[src/rtl/eros_pkg.sv]
// Shared EROS types and constants: OBI port structs, default AXI4 structs and
// the state encoding of the OBI-to-AXI manager bridge.
package eros_pkg;

    typedef enum logic [2:0] {
        ST_IDLE,
        ST_WR_REQ,
        ST_WR_B,
        ST_RD_AR,
        ST_RD_R,
        ST_RESP,
        ST_DRAIN
    } obi2axi_state_e;

    localparam logic [2:0]  AXI_SIZE_32B          = 3'b010;
    localparam logic [1:0]  AXI_BURST_INCR        = 2'b01;
    localparam logic [1:0]  AXI_RESP_OKAY         = 2'b00;
    localparam logic [1:0]  AXI_RESP_EXOKAY       = 2'b01;
    localparam logic [1:0]  AXI_RESP_SLVERR       = 2'b10;
    localparam logic [1:0]  AXI_RESP_DECERR       = 2'b11;
    localparam logic [31:0] TIMEOUT_RDATA_DEFAULT = 32'hDEAD_BEEF;

    localparam int unsigned EROS_AXI_ADDR_W = 32;
    localparam int unsigned EROS_AXI_DATA_W = 32;
    localparam int unsigned EROS_AXI_ID_W   = 4;
    localparam int unsigned EROS_AXI_USER_W = 1;

    typedef struct packed {
        logic        req;
        logic        we;
        logic [3:0]  be;
        logic [31:0] addr;
        logic [31:0] wdata;
    } obi_req_t;

    typedef struct packed {
        logic        gnt;
        logic        rvalid;
        logic [31:0] rdata;
    } obi_resp_t;

    typedef struct packed {
        logic [EROS_AXI_ID_W-1:0]   id;
        logic [EROS_AXI_ADDR_W-1:0] addr;
        logic [7:0]                 len;
        logic [2:0]                 size;
        logic [1:0]                 burst;
        logic                       lock;
        logic [3:0]                 cache;
        logic [2:0]                 prot;
        logic [3:0]                 qos;
        logic [3:0]                 region;
        logic [5:0]                 atop;
        logic [EROS_AXI_USER_W-1:0] user;
    } eros_axi_aw_t;

    typedef struct packed {
        logic [EROS_AXI_DATA_W-1:0]   data;
        logic [EROS_AXI_DATA_W/8-1:0] strb;
        logic                         last;
        logic [EROS_AXI_USER_W-1:0]   user;
    } eros_axi_w_t;

    typedef struct packed {
        logic [EROS_AXI_ID_W-1:0]   id;
        logic [1:0]                 resp;
        logic [EROS_AXI_USER_W-1:0] user;
    } eros_axi_b_t;

    typedef struct packed {
        logic [EROS_AXI_ID_W-1:0]   id;
        logic [EROS_AXI_ADDR_W-1:0] addr;
        logic [7:0]                 len;
        logic [2:0]                 size;
        logic [1:0]                 burst;
        logic                       lock;
        logic [3:0]                 cache;
        logic [2:0]                 prot;
        logic [3:0]                 qos;
        logic [3:0]                 region;
        logic [EROS_AXI_USER_W-1:0] user;
    } eros_axi_ar_t;

    typedef struct packed {
        logic [EROS_AXI_ID_W-1:0]   id;
        logic [EROS_AXI_DATA_W-1:0] data;
        logic [1:0]                 resp;
        logic                       last;
        logic [EROS_AXI_USER_W-1:0] user;
    } eros_axi_r_t;

    typedef struct packed {
        eros_axi_aw_t aw;
        logic         aw_valid;
        eros_axi_w_t  w;
        logic         w_valid;
        logic         b_ready;
        eros_axi_ar_t ar;
        logic         ar_valid;
        logic         r_ready;
    } eros_axi_req_t;

    typedef struct packed {
        logic         aw_ready;
        logic         ar_ready;
        logic         w_ready;
        logic         b_valid;
        eros_axi_b_t  b;
        logic         r_valid;
        eros_axi_r_t  r;
    } eros_axi_rsp_t;

    // SLVERR and DECERR both have the MSB set.
    function automatic logic axi_resp_is_err(logic [1:0] resp);
        return resp[1];
    endfunction

endpackage

[src/rtl/eros_obi_to_axi_mst.sv]
// EROS external OBI manager port to AXI4 manager bridge: one outstanding
// access, single-beat bursts, with a response timeout and late-response drain.
module eros_obi_to_axi_mst
    import eros_pkg::*;
#(
    parameter int unsigned                  AxiAddrWidth  = 32,
    parameter int unsigned                  AxiDataWidth  = 32,
    parameter int unsigned                  AxiIdWidth    = 4,
    parameter logic [AxiIdWidth-1:0]        AxiId         = '0,
    parameter int unsigned                  TimeoutCycles = 1024,
    parameter logic [31:0]                  TimeoutRdata  = TIMEOUT_RDATA_DEFAULT,
    parameter type                          axi_req_t     = eros_axi_req_t,
    parameter type                          axi_rsp_t     = eros_axi_rsp_t
) (
    input  logic      clk_i,
    input  logic      rst_i,
    input  obi_req_t  obi_req_i,
    output obi_resp_t obi_resp_o,
    output axi_req_t  axi_req_o,
    input  axi_rsp_t  axi_rsp_i,
    output logic      err_o,
    output logic      busy_o
);

    if (AxiDataWidth != 32) begin : gen_dw_check
        $error("eros_obi_to_axi_mst: AxiDataWidth must be 32");
    end
    if (AxiAddrWidth < 32) begin : gen_aw_check
        $error("eros_obi_to_axi_mst: AxiAddrWidth must be at least 32");
    end

    localparam int CntW = (TimeoutCycles > 1) ? $clog2(TimeoutCycles) : 1;
    localparam logic [CntW-1:0] CNT_LAST = CntW'(TimeoutCycles - 1);

    obi2axi_state_e  state_reg;
    logic            we_reg;
    logic [3:0]      be_reg;
    logic [31:0]     addr_reg;
    logic [31:0]     wdata_reg;
    logic [31:0]     rdata_reg;
    logic            aw_done_reg, w_done_reg, ar_done_reg;
    logic            timed_out_reg;
    logic            err_reg;
    logic [CntW-1:0] cnt_reg;

    logic gnt, pending, cnt_run, timeout_hit;
    logic aw_valid, w_valid, ar_valid, b_ready, r_ready;
    logic aw_hs, w_hs, ar_hs, b_hs, r_hs;

    assign gnt = obi_req_i.req && (state_reg == ST_IDLE);

    // After a timeout, request channels already raised stay valid through RESP
    // and DRAIN until accepted, so no AXI valid is ever withdrawn.
    assign pending  = timed_out_reg && (state_reg == ST_RESP || state_reg == ST_DRAIN);
    assign aw_valid = (state_reg == ST_WR_REQ || (pending && we_reg)) && !aw_done_reg;
    assign w_valid  = (state_reg == ST_WR_REQ || (pending && we_reg)) && !w_done_reg;
    assign ar_valid = (state_reg == ST_RD_AR || (pending && !we_reg)) && !ar_done_reg;
    assign b_ready  = (state_reg == ST_WR_B) || (state_reg == ST_DRAIN && we_reg);
    assign r_ready  = (state_reg == ST_RD_R) || (state_reg == ST_DRAIN && !we_reg);

    assign aw_hs = aw_valid && axi_rsp_i.aw_ready;
    assign w_hs  = w_valid  && axi_rsp_i.w_ready;
    assign ar_hs = ar_valid && axi_rsp_i.ar_ready;
    assign b_hs  = b_ready  && axi_rsp_i.b_valid;
    assign r_hs  = r_ready  && axi_rsp_i.r_valid;

    assign cnt_run = (state_reg == ST_WR_REQ) || (state_reg == ST_WR_B) ||
                     (state_reg == ST_RD_AR)  || (state_reg == ST_RD_R);
    assign timeout_hit = (TimeoutCycles != 0) && cnt_run && (cnt_reg == CNT_LAST);

    always_ff @(posedge clk_i) begin
        if (rst_i) begin
            state_reg     <= ST_IDLE;
            we_reg        <= 1'b0;
            be_reg        <= '0;
            addr_reg      <= '0;
            wdata_reg     <= '0;
            rdata_reg     <= '0;
            aw_done_reg   <= 1'b0;
            w_done_reg    <= 1'b0;
            ar_done_reg   <= 1'b0;
            timed_out_reg <= 1'b0;
            err_reg       <= 1'b0;
            cnt_reg       <= '0;
        end else begin
            if (aw_hs) aw_done_reg <= 1'b1;
            if (w_hs)  w_done_reg  <= 1'b1;
            if (ar_hs) ar_done_reg <= 1'b1;
            if (cnt_run) cnt_reg <= cnt_reg + CntW'(1);

            case (state_reg)
                ST_IDLE: begin
                    if (gnt) begin
                        we_reg        <= obi_req_i.we;
                        be_reg        <= obi_req_i.be;
                        addr_reg      <= obi_req_i.addr;
                        wdata_reg     <= obi_req_i.wdata;
                        aw_done_reg   <= 1'b0;
                        w_done_reg    <= 1'b0;
                        ar_done_reg   <= 1'b0;
                        timed_out_reg <= 1'b0;
                        cnt_reg       <= '0;
                        state_reg     <= obi_req_i.we ? ST_WR_REQ : ST_RD_AR;
                    end
                end
                ST_WR_REQ: begin
                    if (timeout_hit) begin
                        timed_out_reg <= 1'b1;
                        err_reg       <= 1'b1;
                        rdata_reg     <= TimeoutRdata;
                        state_reg     <= ST_RESP;
                    end else if ((aw_done_reg || aw_hs) && (w_done_reg || w_hs)) begin
                        state_reg <= ST_WR_B;
                    end
                end
                ST_WR_B: begin
                    // A response landing on the timeout cycle wins over the timeout.
                    if (b_hs) begin
                        err_reg   <= axi_resp_is_err(axi_rsp_i.b.resp);
                        rdata_reg <= '0;
                        state_reg <= ST_RESP;
                    end else if (timeout_hit) begin
                        timed_out_reg <= 1'b1;
                        err_reg       <= 1'b1;
                        rdata_reg     <= TimeoutRdata;
                        state_reg     <= ST_RESP;
                    end
                end
                ST_RD_AR: begin
                    if (timeout_hit) begin
                        timed_out_reg <= 1'b1;
                        err_reg       <= 1'b1;
                        rdata_reg     <= TimeoutRdata;
                        state_reg     <= ST_RESP;
                    end else if (ar_hs) begin
                        state_reg <= ST_RD_R;
                    end
                end
                ST_RD_R: begin
                    if (r_hs) begin
                        if (axi_rsp_i.r.resp == AXI_RESP_OKAY) begin
                            rdata_reg <= axi_rsp_i.r.data;
                            err_reg   <= 1'b0;
                        end else begin
                            rdata_reg <= TimeoutRdata;
                            err_reg   <= 1'b1;
                        end
                        state_reg <= ST_RESP;
                    end else if (timeout_hit) begin
                        timed_out_reg <= 1'b1;
                        err_reg       <= 1'b1;
                        rdata_reg     <= TimeoutRdata;
                        state_reg     <= ST_RESP;
                    end
                end
                ST_RESP: begin
                    err_reg   <= 1'b0;
                    state_reg <= timed_out_reg ? ST_DRAIN : ST_IDLE;
                end
                ST_DRAIN: begin
                    if (we_reg ? b_hs : r_hs) begin
                        timed_out_reg <= 1'b0;
                        state_reg     <= ST_IDLE;
                    end
                end
                default: state_reg <= ST_IDLE;
            endcase
        end
    end

    always_comb begin
        axi_req_o          = '0;
        axi_req_o.aw.id    = AxiId;
        axi_req_o.aw.addr  = AxiAddrWidth'(addr_reg);
        axi_req_o.aw.len   = 8'd0;
        axi_req_o.aw.size  = AXI_SIZE_32B;
        axi_req_o.aw.burst = AXI_BURST_INCR;
        axi_req_o.aw_valid = aw_valid;
        axi_req_o.w.data   = wdata_reg;
        axi_req_o.w.strb   = be_reg;
        axi_req_o.w.last   = 1'b1;
        axi_req_o.w_valid  = w_valid;
        axi_req_o.b_ready  = b_ready;
        axi_req_o.ar.id    = AxiId;
        axi_req_o.ar.addr  = AxiAddrWidth'(addr_reg);
        axi_req_o.ar.len   = 8'd0;
        axi_req_o.ar.size  = AXI_SIZE_32B;
        axi_req_o.ar.burst = AXI_BURST_INCR;
        axi_req_o.ar_valid = ar_valid;
        axi_req_o.r_ready  = r_ready;
    end

    always_comb begin
        obi_resp_o        = '0;
        obi_resp_o.gnt    = gnt;
        obi_resp_o.rvalid = (state_reg == ST_RESP);
        obi_resp_o.rdata  = rdata_reg;
    end

    assign err_o  = err_reg;
    assign busy_o = (state_reg != ST_IDLE);

    logic unused_rsp_bits;
    assign unused_rsp_bits = ^{axi_rsp_i.b.id, axi_rsp_i.b.user, axi_rsp_i.r.id,
                               axi_rsp_i.r.last, axi_rsp_i.r.user};

endmodule

[config.mk]
export PLATFORM = sky130hd
export DESIGN_NAME = eros_obi_to_axi_mst
export DESIGN_NICKNAME = d
export VERILOG_FILES = /design/src/rtl/eros_pkg.sv /design/src/rtl/eros_obi_to_axi_mst.sv
export SDC_FILE = /design/constraint.sdc
export NUM_CORES = 1
export LEC_CHECK = 0
export ABC_AREA = 0
export BUFFER_PORTS_ARGS = -buffer_cell sky130_fd_sc_hd__buf_2
export CAP_MARGIN = 20
export CORE_AREA = 2 2 131 133
export DETAILED_ROUTE_END_ITERATION = 7
export DIE_AREA = 0 0 133 135
export PLACE_DENSITY = 0.75
export SYNTH_ARGS = -nofsm -noshare
export SYNTH_HDL_FRONTEND = slang
export SYNTH_SLANG_ARGS = --single-unit
[constraint.sdc]
create_clock -name clk_i -period 2.2 [get_ports clk_i]
set_clock_uncertainty 0.15 [all_clocks]
set_input_delay 0 -clock clk_i [delete_from_list [all_inputs] [get_ports clk_i]]
set_output_delay 0 -clock clk_i [all_outputs]
set_load 0.05 [all_outputs]
==> flow_metrics.tcl <==
set metrics [dict create \
    status "completed" \
    maxCapViolations 0 \
    synthAdderAreaFrac_pct 0.2165 \
    gr-total-overflow 0 \
    cts_buffer_depth 2 \
    dr.max_layer_used "met4" \
    track_usage_pct 19.01 \
    diodes 0 \
    ys_ff_latch 119 \
    drive_gt1_share_pct 34.08 \
    cts-root-buf "clkbuf_16" \
    area_growth_pct 50.67 \
    grt_max_degree 70 \
    dr.pass1.iters 6 \
    wl_met1_um 7333 \
    cts_sinks 119 \
    synth_xor_xnor_area_share_pct 0.7579 \
    antenna_left 0 \
    cp.required_ns 2.05 \
    routedWlPerCell_um 14.01 \
    async_flop_share_pct 0 \
    cp-start-kind "flip-flop" \
    routed-wl-met3_um 1086 \
    die_height_um 135 \
    antenna_found_initial 0 \
    start_util_pct 35.22 \
    synthCells 733 \
    dieArea_um2 17960 \
    core-area_um2 16410 \
    timing.final.crit_share_pct 95.25 \
    met2_wirelength_um 9365 \
    yosysMostFrequentCell "nand2_1" \
    synthMuxAreaShare_pct 0.1732 \
    final_cell_area_um2 8706 \
    synth-compound-area-share_pct 21.09 \
    std_cell_rows 47 \
    grt_pass1_vias 5705 \
    end_kind "primary output" \
    synth_common_cells "nand2_1, dfxtp_1, buf_4, a21oi_1, clkbuf_1" \
    leakagePower_nw 4.082 \
    synth_top_area_cell "dfxtp_1" \
    hold_slack_ns 0.03359 \
    dpl.hpwl_um 11270 \
    critical_path_class "flip-flop to primary output" \
    postLayoutCoreUtil_pct 53.06 \
    num_vias 5943 \
    drc_errors 0 \
    yosys-top-cells-area "dfxtp_1, buf_4, nand2_1" \
    synth-simple-area-share_pct 17.82 \
    drt_wl_total_um 18170 \
    place_area_um2 6869 \
    rsz0062_at_grt "no" \
    place_congestion 0.7864 \
    slew_viol_final 0 \
    grt_pass1_wl_um 27520 \
    arrival_ns 1.95 \
    ir_drop_mv 0.6485 \
    cp_slowest_stage_delay_ns 0.35 \
    synth_area_um2 5778 \
    die_width_um 133 \
    synth_cell_types 48 \
    worst_slew_pin_slew_ns 0.6104 \
    yosysTopAreaCellShare_pct 41.23 \
    path_max_fanout 16 \
    fin_crit_ns 2.096 \
    clock_latency_ns 0.41 \
    cts_tree "yes" \
    port_buffers 252 \
    finalHoldViolCount 0 \
    cp_cell_sequence "nor3_4 -> buf_4 -> nand2_2 -> inv_4 -> buf_12 -> buf_2" \
    io_pins 341 \
    power.density_nw_per_um2 1125 \
    finalSetupTns_ns 0 \
    synth_edf_count 0 \
    synth_top_family_by_area "compound AO/OA/AOI/OAI gates" \
    cp_slowest_cell "dfxtp_2" \
    vias_per_cell 4.582 \
    fmax_ghz 0.4772 \
    first_iter_violations 299 \
    synth.avg_cell_area_um2 7.883 \
    yosysWarnings 0 \
    final_nets 1189 \
    ys_seq_area_share_pct 41.23 \
    setup_viol 0 \
    htreeDepth 4 \
    numCtsBuffers 17 \
    hold_path_class "input pin to flip-flop" \
    slew_headroom_pct 59.26 \
    ys.flop_type "dfxtp_1" \
    clkTransAtPathRegs_ns 0.06 \
]
## kinds of logic (layout without fill, tap and decap cells)
family | after synthesis | count (layout)
compound gates | 191 | 191
xor+xnor | 5 | 5
fa+ha+maj | 1 | 1
buf+inv | 166 | 436
flops | 119 | 119
mux | 1 | 1
other cells | 2 | 76
simple gates | 248 | 248
## where the power goes
part / switching [mW] / internal (mW)
Combinational: 3.20 / 1.25
Sequential: 0.216 / 2.46
Clock: 1.05 / 1.62
## critical path, delay by kind of cell, from the launching register on
family	cells	cell delay, ns
flip-flops	1	0.35
buffers and inverters	4	0.82
AND/OR/NAND/NOR	2	0.35
## timing repair
action | in CTS | in global routing
buffers inserted | 0 | 1
setup endpoints to repair | 1 | 39
resized for setup | 1 | 15
hold buffers | 113 | 0
hold endpoints to repair | 109 | 0
cloned | 0 | 3
pin swaps | 0 | 3
## per-layer routing
metal  vias up  global-route usage, %
li1       2916                      -
met1      2763                  22.45
met2       235                  33.16
met3        29                  4.617
met4         0                  7.826
met5         -                      0
## stage by stage
| stage | setup slack (ns) | power (mW) | std cells |
|---|---|---|---|
| after global routing | 0.01422 | 10.30 | 1297 |
| after global placement | 0.09342 | 6.829 | 1149 |
| after floorplan | 0.01871 | 6.025 | 807 |
| after CTS | 0.002562 | 9.773 | 1294 |
| final | 0.1045 | 9.797 | 1297 |
| after detailed placement | 0.02946 | 6.865 | 1149 |
## final cells by class
class	count	area (µm²)
Inverter	7	33.78
Tap cell	220	275.3
Sequential cell	119	2391
Fill cell	1448	7701
Multi-Input combinational cell	522	2656
Clock inverter	13	122.6
Timing Repair Buffer	397	2774
Clock buffer	19	452.9
## cells in the final DEF (no fill, tap or decap), types with 4 or more instances in the layout
| master | count |
|---|---|
| buf_2 | 251 |
| nand2_1 | 176 |
| dfxtp_1 | 114 |
| dlygate4sd3_1 | 113 |
| a21oi_1 | 102 |
| conb_1 | 76 |
| o21ai_0 | 33 |
| nor2_1 | 32 |
| buf_4 | 22 |
| a211oi_2 | 20 |
| clkbuf_16 | 19 |
| a21oi_2 | 11 |
| a22oi_1 | 8 |
| buf_12 | 8 |
| nor2b_1 | 5 |
| inv_1 | 5 |
| nand3_1 | 5 |
| or3_1 | 5 |
| a211oi_1 | 5 |
| clkinv_4 | 4 |
| nor3_1 | 4 |
| clkinvlp_4 | 4 |
| dfxtp_2 | 4 |
## path summary, 6_finish.rpt
check,start,slack (ns),endpoint,depth (start not counted)
max,state_reg[0],0.10,obi_resp_o[33],6
min,axi_rsp_i[48],0.03,timed_out_reg,5
max reg2reg,state_reg[0],0.12,be_reg[1],7
min reg2reg,wdata_reg[10],0.30,wdata_reg[10],2
Power figures use the tool's default switching activity.
